File: config.mk
export PLATFORM = sky130hd
export DESIGN_NAME = mmio_bridge_multi_flat
export DESIGN_NICKNAME = d
export VERILOG_FILES = /design/src/rtl/mmio_bridge_multi_pkg.sv /design/src/rtl/mmio_bridge_multi_if.sv /design/src/rtl/mmio_bridge_multi_timer_ch.sv /design/src/rtl/mmio_bridge_multi.sv /design/src/flat_wrapper.sv
export SDC_FILE = /design/constraint.sdc
export NUM_CORES = 1
export LEC_CHECK = 0
export BUFFER_PORTS_ARGS = -buffer_cell sky130_fd_sc_hd__buf_2
export CAP_MARGIN = 20
export CORE_MARGIN = 4
export CORE_UTILIZATION = 50
export CTS_BUF_LIST = sky130_fd_sc_hd__clkbuf_4 sky130_fd_sc_hd__clkbuf_8
export DETAILED_ROUTE_END_ITERATION = 10
export GPL_ROUTABILITY_DRIVEN = 1
export GPL_TIMING_DRIVEN = 0
export PLACE_DENSITY = 0.79
export SKIP_CTS_REPAIR_TIMING = 1
export SYNTH_ARGS = -nofsm -noshare
export SYNTH_HDL_FRONTEND = slang
export SYNTH_HIERARCHICAL = 1
export SYNTH_SLANG_ARGS = --single-unit
File: constraint.sdc
create_clock -name clk -period 6.55 [get_ports clk]
set_clock_uncertainty 0.1 [all_clocks]
set_input_delay 1.6375 -clock clk [delete_from_list [all_inputs] [get_ports clk]]
set_output_delay 1.6375 -clock clk [all_outputs]
set_load 0.05 [all_outputs]
File: src/rtl/mmio_bridge_multi_pkg.sv
// Shared codes for the MMIO bridge: access sizes, exception codes, timer CTRL
// layout, channel FSM states and the generator byte-enable helper.
package mmio_bridge_multi_pkg;

    localparam logic [1:0] dm_word = 2'b00;
    localparam logic [1:0] dm_half = 2'b01;
    localparam logic [1:0] dm_byte = 2'b10;

    localparam logic [4:0] EXC_INT  = 5'd0;
    localparam logic [4:0] EXC_ADEL = 5'd4;
    localparam logic [4:0] EXC_ADES = 5'd5;

    localparam int CTRL_EN_BIT   = 0;
    localparam int CTRL_MODE_BIT = 1;
    localparam int CTRL_IM_BIT   = 3;
    localparam logic [3:0] CTRL_WR_MASK = 4'b1011;

    typedef enum logic [1:0] {
        ST_IDLE = 2'd0,
        ST_LOAD = 2'd1,
        ST_CNT  = 2'd2,
        ST_INT  = 2'd3
    } tmr_state_e;

    function automatic logic [3:0] gen_byteen(input logic [1:0] op, input logic [1:0] a);
        logic [3:0] be;
        case (op)
            dm_word: be = 4'b1111;
            dm_half: be = a[1] ? 4'b1100 : 4'b0011;
            dm_byte: be = 4'b0001 << a;
            default: be = 4'b0000;
        endcase
        return be;
    endfunction

endpackage

File: src/rtl/mmio_bridge_multi_if.sv
// M-stage bus between the CPU and the MMIO bridge, including the interrupt
// generator side-port and interrupt outputs.
interface mmio_bridge_multi_if;
    logic [31:0] ADDR;
    logic [31:0] WD;
    logic [31:0] RD;
    logic        WE;
    logic [1:0]  R_W_Op;
    logic        load;
    logic        store;
    logic        exception;
    logic [4:0]  exception_type;
    logic        interrupt_IntGen;
    logic [31:0] m_int_addr;
    logic [3:0]  m_int_byteen;
    logic [5:0]  interrupt_src;
    logic        irq;
    logic        oor;

    modport slave (
        input  ADDR, WD, WE, R_W_Op, load, store, interrupt_IntGen,
        output RD, exception, exception_type, m_int_addr, m_int_byteen,
               interrupt_src, irq, oor
    );

    modport master (
        output ADDR, WD, WE, R_W_Op, load, store, interrupt_IntGen,
        input  RD, exception, exception_type, m_int_addr, m_int_byteen,
               interrupt_src, irq, oor
    );
endinterface

File: src/rtl/mmio_bridge_multi_timer_ch.sv
// One countdown timer channel: CTRL/PRESET/COUNT registers and the
// IDLE/LOAD/CNT/INT sequencer that emits a one-cycle fire pulse.
module timer_ch
    import mmio_bridge_multi_pkg::*;
(
    input  logic        clk,
    input  logic        rst,
    input  logic        wr_ctrl,
    input  logic        wr_preset,
    input  logic [31:0] wdata,
    output logic [3:0]  ctrl,
    output logic [31:0] preset,
    output logic [31:0] count,
    output logic        fire
);

    tmr_state_e  state_q, state_d;
    logic [3:0]  ctrl_q, ctrl_d;
    logic [31:0] preset_q, preset_d;
    logic [31:0] count_q, count_d;
    logic        fire_q, fire_d;

    // Next-state: CPU stores land immediately, the sequencer then acts on them.
    always_comb begin
        state_d  = state_q;
        count_d  = count_q;
        fire_d   = 1'b0;
        if (wr_ctrl) begin
            ctrl_d = wdata[3:0] & CTRL_WR_MASK;
        end else begin
            ctrl_d = ctrl_q;
        end
        if (wr_preset) begin
            preset_d = wdata;
        end else begin
            preset_d = preset_q;
        end
        case (state_q)
            ST_IDLE: begin
                if (ctrl_q[CTRL_EN_BIT]) begin
                    state_d = ST_LOAD;
                end else begin
                    state_d = ST_IDLE;
                end
            end
            ST_LOAD: begin
                count_d = preset_q;
                state_d = ST_CNT;
            end
            ST_CNT: begin
                if (!ctrl_q[CTRL_EN_BIT]) begin
                    state_d = ST_IDLE;
                end else if (count_q > 32'd1) begin
                    count_d = count_q - 32'd1;
                end else begin
                    // PRESET of 0 lands here too, so it behaves like 1
                    count_d = 32'd0;
                    state_d = ST_INT;
                    fire_d  = 1'b1;
                end
            end
            ST_INT: begin
                if (ctrl_q[CTRL_MODE_BIT]) begin
                    state_d = ST_LOAD;
                end else begin
                    ctrl_d[CTRL_EN_BIT] = 1'b0;
                    state_d = ST_IDLE;
                end
            end
            default: state_d = ST_IDLE;
        endcase
    end

    // Channel state registers.
    always_ff @(posedge clk or negedge rst) begin
        if (!rst) begin
            state_q  <= ST_IDLE;
            ctrl_q   <= 4'd0;
            preset_q <= 32'd0;
            count_q  <= 32'd0;
            fire_q   <= 1'b0;
        end else begin
            state_q  <= state_d;
            ctrl_q   <= ctrl_d;
            preset_q <= preset_d;
            count_q  <= count_d;
            fire_q   <= fire_d;
        end
    end

    assign ctrl   = ctrl_q;
    assign preset = preset_q;
    assign count  = count_q;
    assign fire   = fire_q;

endmodule

File: src/rtl/mmio_bridge_multi.sv
// M-stage MMIO bridge: decodes timers, interrupt generator and status windows,
// raises AdEL/AdES, and keeps sticky PENDING/MASK interrupt state.
module mmio_bridge_multi
    import mmio_bridge_multi_pkg::*;
#(
    parameter int          NUM_TIMERS   = 2,
    parameter logic [31:0] TIMER_BASE   = 32'h0000_7F00,
    parameter logic [31:0] TIMER_STRIDE = 32'h0000_0010,
    parameter logic [31:0] INTGEN_BASE  = 32'h0000_7F20,
    parameter logic [31:0] STATUS_BASE  = 32'h0000_7F30
)(
    input  logic clk,
    input  logic rst,
    mmio_bridge_multi_if.slave bus
);

    localparam logic [5:0] SRC_VALID = 6'((1 << (NUM_TIMERS + 1)) - 1);

    logic [31:0] ch_off_s [NUM_TIMERS];
    logic [31:0] ch_rd_s  [NUM_TIMERS];
    logic [3:0]  ch_ctrl_s [NUM_TIMERS];
    logic [31:0] ch_preset_s [NUM_TIMERS];
    logic [31:0] ch_count_s [NUM_TIMERS];
    logic [NUM_TIMERS-1:0] hit_tmr_s, wr_ctrl_s, wr_preset_s, fire_s;

    logic [31:0] gen_off_s, stat_off_s, rd_tmr_s, rd_s;
    logic        hit_timer_s, hit_gen_s, hit_stat_s, hit_count_s, oor_s;
    logic        misalign_s, nonword_s, adel_s, ades_s, exc_s, wr_ok_s;
    logic        wr_pend_s, wr_mask_s;
    logic [4:0]  etype_s;
    logic [3:0]  byteen_s;
    logic [5:0]  set_s, clr_s;
    logic [5:0]  pending_q, pending_d, mask_q, mask_d, src_q, src_d;
    logic        intgen_q, irq_q;

    for (genvar i = 0; i < NUM_TIMERS; i++) begin : g_ch
        localparam logic [31:0] CH_BASE = TIMER_BASE + TIMER_STRIDE * 32'(i);
        // Unsigned offset: addresses below the base wrap and miss the window
        assign ch_off_s[i]    = bus.ADDR - CH_BASE;
        assign hit_tmr_s[i]   = (ch_off_s[i] < 32'd12);
        assign wr_ctrl_s[i]   = wr_ok_s && hit_tmr_s[i] && (ch_off_s[i][3:2] == 2'd0);
        assign wr_preset_s[i] = wr_ok_s && hit_tmr_s[i] && (ch_off_s[i][3:2] == 2'd1);
        assign ch_rd_s[i] = !hit_tmr_s[i]               ? 32'd0 :
                            (ch_off_s[i][3:2] == 2'd0)  ? {28'd0, ch_ctrl_s[i]} :
                            (ch_off_s[i][3:2] == 2'd1)  ? ch_preset_s[i] : ch_count_s[i];

        timer_ch u_ch (
            .clk       (clk),
            .rst       (rst),
            .wr_ctrl   (wr_ctrl_s[i]),
            .wr_preset (wr_preset_s[i]),
            .wdata     (bus.WD),
            .ctrl      (ch_ctrl_s[i]),
            .preset    (ch_preset_s[i]),
            .count     (ch_count_s[i]),
            .fire      (fire_s[i])
        );
    end

    assign gen_off_s  = bus.ADDR - INTGEN_BASE;
    assign stat_off_s = bus.ADDR - STATUS_BASE;
    assign hit_gen_s  = (gen_off_s < 32'd4);
    assign hit_stat_s = (stat_off_s < 32'd8);

    // Window decode and timer read-back reduction.
    always_comb begin
        rd_tmr_s    = 32'd0;
        hit_count_s = 1'b0;
        for (int i = 0; i < NUM_TIMERS; i++) begin
            rd_tmr_s    = rd_tmr_s | ch_rd_s[i];
            hit_count_s = hit_count_s | (hit_tmr_s[i] && (ch_off_s[i][3:2] == 2'd2));
        end
        hit_timer_s = |hit_tmr_s;
        oor_s       = !(hit_timer_s || hit_gen_s || hit_stat_s);
    end

    // Address exception detection; a faulting store is suppressed entirely.
    always_comb begin
        misalign_s = ((bus.R_W_Op == dm_word) && (bus.ADDR[1:0] != 2'b00)) ||
                     ((bus.R_W_Op == dm_half) && bus.ADDR[0]);
        nonword_s  = (hit_timer_s || hit_stat_s) && (bus.R_W_Op != dm_word);
        adel_s     = bus.load && (misalign_s || nonword_s);
        ades_s     = bus.store && (misalign_s || nonword_s || hit_count_s);
        exc_s      = adel_s || ades_s;
        if (adel_s) begin
            etype_s = EXC_ADEL;
        end else if (ades_s) begin
            etype_s = EXC_ADES;
        end else begin
            etype_s = EXC_INT;
        end
        wr_ok_s   = bus.WE && !exc_s;
        wr_pend_s = wr_ok_s && hit_stat_s && !stat_off_s[2];
        wr_mask_s = wr_ok_s && hit_stat_s && stat_off_s[2];
        if (wr_ok_s && hit_gen_s) begin
            byteen_s = gen_byteen(bus.R_W_Op, bus.ADDR[1:0]);
        end else begin
            byteen_s = 4'b0000;
        end
    end

    // Load data mux; generator and unmapped space read as zero.
    always_comb begin
        if (hit_timer_s) begin
            rd_s = rd_tmr_s;
        end else if (hit_stat_s) begin
            rd_s = stat_off_s[2] ? {26'd0, mask_q} : {26'd0, pending_q};
        end else begin
            rd_s = 32'd0;
        end
    end

    // Sticky pending: a set in the same cycle as a write-1-clear survives.
    always_comb begin
        set_s = 6'd0;
        for (int i = 0; i < NUM_TIMERS; i++) begin
            set_s[i] = fire_s[i] & ch_ctrl_s[i][CTRL_IM_BIT];
        end
        set_s[NUM_TIMERS] = bus.interrupt_IntGen & ~intgen_q;
        if (wr_pend_s) begin
            clr_s = bus.WD[5:0];
        end else begin
            clr_s = 6'd0;
        end
        pending_d = ((pending_q & ~clr_s) | set_s) & SRC_VALID;
        if (wr_mask_s) begin
            mask_d = bus.WD[5:0] & SRC_VALID;
        end else begin
            mask_d = mask_q;
        end
        src_d = pending_d & mask_d;
    end

    // Interrupt state and registered interrupt outputs.
    always_ff @(posedge clk or negedge rst) begin
        if (!rst) begin
            pending_q <= 6'd0;
            mask_q    <= 6'd0;
            intgen_q  <= 1'b0;
            src_q     <= 6'd0;
            irq_q     <= 1'b0;
        end else begin
            pending_q <= pending_d;
            mask_q    <= mask_d;
            intgen_q  <= bus.interrupt_IntGen;
            src_q     <= src_d;
            irq_q     <= |src_d;
        end
    end

    assign bus.RD             = rd_s;
    assign bus.exception      = exc_s;
    assign bus.exception_type = etype_s;
    assign bus.m_int_addr     = bus.ADDR;
    assign bus.m_int_byteen   = byteen_s;
    assign bus.interrupt_src  = src_q;
    assign bus.irq            = irq_q;
    assign bus.oor            = oor_s;

endmodule

File: src/flat_wrapper.sv
// flat-port wrapper written by rule: the top's interface ports become plain ports
module mmio_bridge_multi_flat import mmio_bridge_multi_pkg::*;
#(
    parameter int          NUM_TIMERS   = 2,
    parameter logic [31:0] TIMER_BASE   = 32'h0000_7F00,
    parameter logic [31:0] TIMER_STRIDE = 32'h0000_0010,
    parameter logic [31:0] INTGEN_BASE  = 32'h0000_7F20,
    parameter logic [31:0] STATUS_BASE  = 32'h0000_7F30
)
  (clk, rst, bus_ADDR, bus_WD, bus_WE, bus_R_W_Op, bus_load, bus_store, bus_interrupt_IntGen, bus_RD, bus_exception, bus_exception_type, bus_m_int_addr, bus_m_int_byteen, bus_interrupt_src, bus_irq, bus_oor);
  mmio_bridge_multi_if bus_i ();
  input  logic clk;
  input  logic rst;
  input wire logic [$bits(bus_i.ADDR)-1:0] bus_ADDR;
  input wire logic [$bits(bus_i.WD)-1:0] bus_WD;
  input wire logic [$bits(bus_i.WE)-1:0] bus_WE;
  input wire logic [$bits(bus_i.R_W_Op)-1:0] bus_R_W_Op;
  input wire logic [$bits(bus_i.load)-1:0] bus_load;
  input wire logic [$bits(bus_i.store)-1:0] bus_store;
  input wire logic [$bits(bus_i.interrupt_IntGen)-1:0] bus_interrupt_IntGen;
  output wire logic [$bits(bus_i.RD)-1:0] bus_RD;
  output wire logic [$bits(bus_i.exception)-1:0] bus_exception;
  output wire logic [$bits(bus_i.exception_type)-1:0] bus_exception_type;
  output wire logic [$bits(bus_i.m_int_addr)-1:0] bus_m_int_addr;
  output wire logic [$bits(bus_i.m_int_byteen)-1:0] bus_m_int_byteen;
  output wire logic [$bits(bus_i.interrupt_src)-1:0] bus_interrupt_src;
  output wire logic [$bits(bus_i.irq)-1:0] bus_irq;
  output wire logic [$bits(bus_i.oor)-1:0] bus_oor;
  assign bus_i.ADDR = bus_ADDR;
  assign bus_i.WD = bus_WD;
  assign bus_i.WE = bus_WE;
  assign bus_i.R_W_Op = bus_R_W_Op;
  assign bus_i.load = bus_load;
  assign bus_i.store = bus_store;
  assign bus_i.interrupt_IntGen = bus_interrupt_IntGen;
  assign bus_RD = bus_i.RD;
  assign bus_exception = bus_i.exception;
  assign bus_exception_type = bus_i.exception_type;
  assign bus_m_int_addr = bus_i.m_int_addr;
  assign bus_m_int_byteen = bus_i.m_int_byteen;
  assign bus_interrupt_src = bus_i.interrupt_src;
  assign bus_irq = bus_i.irq;
  assign bus_oor = bus_i.oor;
  mmio_bridge_multi #(.NUM_TIMERS(NUM_TIMERS), .TIMER_BASE(TIMER_BASE), .TIMER_STRIDE(TIMER_STRIDE), .INTGEN_BASE(INTGEN_BASE), .STATUS_BASE(STATUS_BASE)) u_core (.clk(clk), .rst(rst), .bus(bus_i));
endmodule
==> results.sh <==
export IMPL_status="finished with violations"
export IMPL_violations="negative setup slack"
export IMPL_critPathRequiredTime_ns=4.81
export IMPL_clk_path_buf_depth=2
export IMPL_htreeDepth=4
export IMPL_setup_ws_ns=-0.0287
export IMPL_drtPass1Iterations=8
export IMPL_drive_above_1_share_pct=31.6
export IMPL_cts_buffers=17
export IMPL_synth_xor_area_share_pct=1.22
export IMPL_synth_area_leaders="dfrtp_1 35%, mux2_2 7.0%, a22oi_1 5.6%"
export IMPL_slew_violations=0
export IMPL_syn_mean_instance_area_sq_um=8.87
export IMPL_die_x_um=154
export IMPL_power_density_mw_per_mm2=148
export IMPL_worst_pin_slew_ns=1.06
export IMPL_synth_commonest_cells="151 x dfrtp_1, 80 x a22oi_1, 76 x nand2_1"
export IMPL_yosysTopAreaCellShare_pct=35.2
export IMPL_ys_ff_latch=151
export IMPL_grt_max_degree=79
export IMPL_synth_top_family_by_area="simple AND/OR/NAND/NOR gates"
export IMPL_vdd_drop_max_mv=0.124
export IMPL_synth_compound_area_share_pct=22.8
export IMPL_synth_area_sq_mm=0.0107
export IMPL_drcViolationCount=0
export IMPL_cts_tree="yes"
export IMPL_synth_cells=1209
export IMPL_cts_root_buf="clkbuf_8"
export IMPL_final_nets=1459
export IMPL_ant_nets=0
export IMPL_core_area_sq_mm=0.0211
export IMPL_synthAdderAreaFrac_pct=0.816
export IMPL_relSlewSlack_pct=29.5
export IMPL_track_usage_pct=31.2
export IMPL_synth_most_common_cell="dfrtp_1"
export IMPL_synth_edff_count=0
export IMPL_path_clk_slew_ns=0.09
export IMPL_crit_type="in2out"
export IMPL_diodes=0
export IMPL_final_util_pct=62.8
export IMPL_ios=154
export IMPL_rows=53
export IMPL_arrival_ns=4.84
export IMPL_finalCritPeriodShare_pct=100
export IMPL_start_kind="input pin"
export IMPL_synth_cell_type_count=83
export IMPL_gr_total_overflow=0
export IMPL_synth_simple_area_share_pct=23.5
export IMPL_worstHoldPathType="reg2reg"
export IMPL_finalSetupViolCount=8
export IMPL_hold_violations=0
export IMPL_nFillCells=1759
export IMPL_wirelength_mm=39.4
export IMPL_die_area_sq_mm=0.0239
export IMPL_grt_pass1_wl_mm=59.5
export IMPL_start_util_pct=50.9
export IMPL_ys_warn_count=6
export IMPL_yosysTopAreaCell="dfrtp_1"
export IMPL_dr_total_vias=11400
export IMPL_grt_pass1_vias=10400
export IMPL_place_ws_ns=-0.869
export IMPL_post_dp_hpwl_mm=29.2
export IMPL_clock_latency_ns=0.47
export IMPL_endpoint_kind="output pin"
export IMPL_viasPerCell=6.82
export IMPL_io_buffers=132
export IMPL_post_route_min_period_ns=6.58
export IMPL_wire_per_inst_um=23.6
export IMPL_drt_iter0_markers=1507
export IMPL_gp_congestion=1.03
export IMPL_crit_fanout=10
export IMPL_clock_fmax_ghz=0.152
export IMPL_synthArstFlopShare_pct=100
export IMPL_p_leak_nw=5.83
export IMPL_max_cap_violations=0
export IMPL_antenna_found_initial=0
export IMPL_seq_area_frac_synth_pct=35.2
export IMPL_synth_area_mux_share_pct=8.95
export IMPL_numClockSinks=151
export IMPL_synthToLayoutAreaGrowth_pct=23.5
export IMPL_ys_flop_type="dfrtp_1"
export IMPL_die_h_um=154
## layer usage
metal / vias to the layer above / GRT usage [%] / share of wire (%)
li1: 4957 / - / -
met5: - / 0 / 0
met3: 148 / 5.09 / 9.5
met2: 775 / 49.1 / 47
met1: 5491 / 42.5 / 39
met4: 0 / 13.8 / 4.3
## power by group
part	total (mW)	internal [mW]	switching, mW
combinational	0.267	0.0813	0.185
sequential	0.932	0.932	0.0000693
clock	0.757	0.368	0.388
total	1.95	1.38	0.574
## path summary, 6_finish.rpt
kind                                                 from                        endpoint  slack (ns)  depth (start not counted)
setup / recovery                              bus_ADDR[6]                      bus_RD[15]       -0.03                         10
hold / removal             u_core/g_ch[1].u_ch/preset[24]   u_core/g_ch[1].u_ch/count[24]        0.43                          2
setup reg to reg            u_core/g_ch[0].u_ch/count[15]    u_core/g_ch[0].u_ch/count[5]        3.62                          6
hold reg to reg            u_core/g_ch[1].u_ch/preset[24]   u_core/g_ch[1].u_ch/count[24]        0.43                          2
max in group asynchronous                             rst        u_core/g_ch[1].u_ch/fire        4.42                          2
min in group asynchronous                             rst  u_core/g_ch[1].u_ch/preset[18]        1.08                          1
## registers in the layout, indices dropped and copies added (netlist names)
name and cells:
u_core/intgen_q 1, u_core/g_ch.u_ch/count 64, u_core/bus.irq 1, u_core/g_ch.u_ch/preset 64, u_core/g_ch.u_ch/ctrl 6, u_core/g_ch.u_ch/fire 2, u_core/mask_q 3, u_core/g_ch.u_ch/state_q 4
u_core/pending_q 3, u_core/bus.interrupt_src 3
## area by class of cell
type | count | area (sq um) | area share [%]
clock buffers | 20 | 269 | 2.03
plain buffers | 126 | 733 | 5.53
inverters | 23 | 86.3 | 0.652
flip-flops and latches | 151 | 3780 | 28.5
well taps | 275 | 344 | 2.60
repair buffers | 152 | 1020 | 7.68
clock inverters | 12 | 140 | 1.06
multi-input cells | 909 | 6880 | 51.9
## critical path, cell delays in order
cell and delay (ns):
buf_2 0.17, or4_4 0.59, a2111oi_4 0.38, mux2i_1 0.16
a2111oi_2 0.37, nand4_1 0.30, or4_4 0.60, buf_6 0.23
o22ai_4 0.13, clkbuf_4 0.26
## logic make-up after synthesis
logic type / after synthesis
other: 3
and+or+nand+nor: 446
DFF: 151
AOI/OAI and AO/OA: 346
xor gates and xnor gates: 15
adders and majority gates: 7
muxes: 87
buffers and inverters: 154
## metrics by stage
| step | hold WS, ns | cells | TNS, ns | power (mW) | instance area, sq um |
|---|---|---|---|---|---|
| 2_1_floorplan | 0.372 | 1214 | -0.822 | 1.10 | 11200 |
| 3_3_place_gp | 0.393 | 1621 | -41.64 | 1.19 | 12200 |
| 3_5_place_dp | 0.406 | 1624 | -35.75 | 1.19 | 12200 |
| 4_1_cts | 0.429 | 1656 | -29.42 | 1.94 | 12600 |
| 5_1_grt | 0.446 | 1668 | -1.78 | 2.01 | 13200 |
| 6_report | 0.428 | 1668 | -0.113 | 1.95 | 13200 |
## cell usage in the layout, fill, tap and decap left out, types with 7 or more instances in the layout
cell and instances:
o211ai_1 32, nand2b_1 18, clkbuf_8 21, nand2_1 76
or4_1 13, nor2b_1 12, nor3_4 7, o311ai_0 19
nor4_1 15, xnor2_1 9, nor3_1 28, o21ai_0 30
clkbuf_1 46, nand3_1 64, or4_4 9, inv_1 22
a22oi_1 79, buf_4 70, mux2_2 67, o221ai_1 13
buf_6 15, nand4_1 21, buf_2 110, nor2_1 71
or2_2 7, dfrtp_1 151, clkbuf_4 15, or3_1 17
buf_1 8, ha_1 7, a31oi_1 10, o22ai_4 28
a21oi_1 60, and3_1 19, conb_1 8, mux2i_1 19
Note: power is estimated with default switching activity, not from simulation.
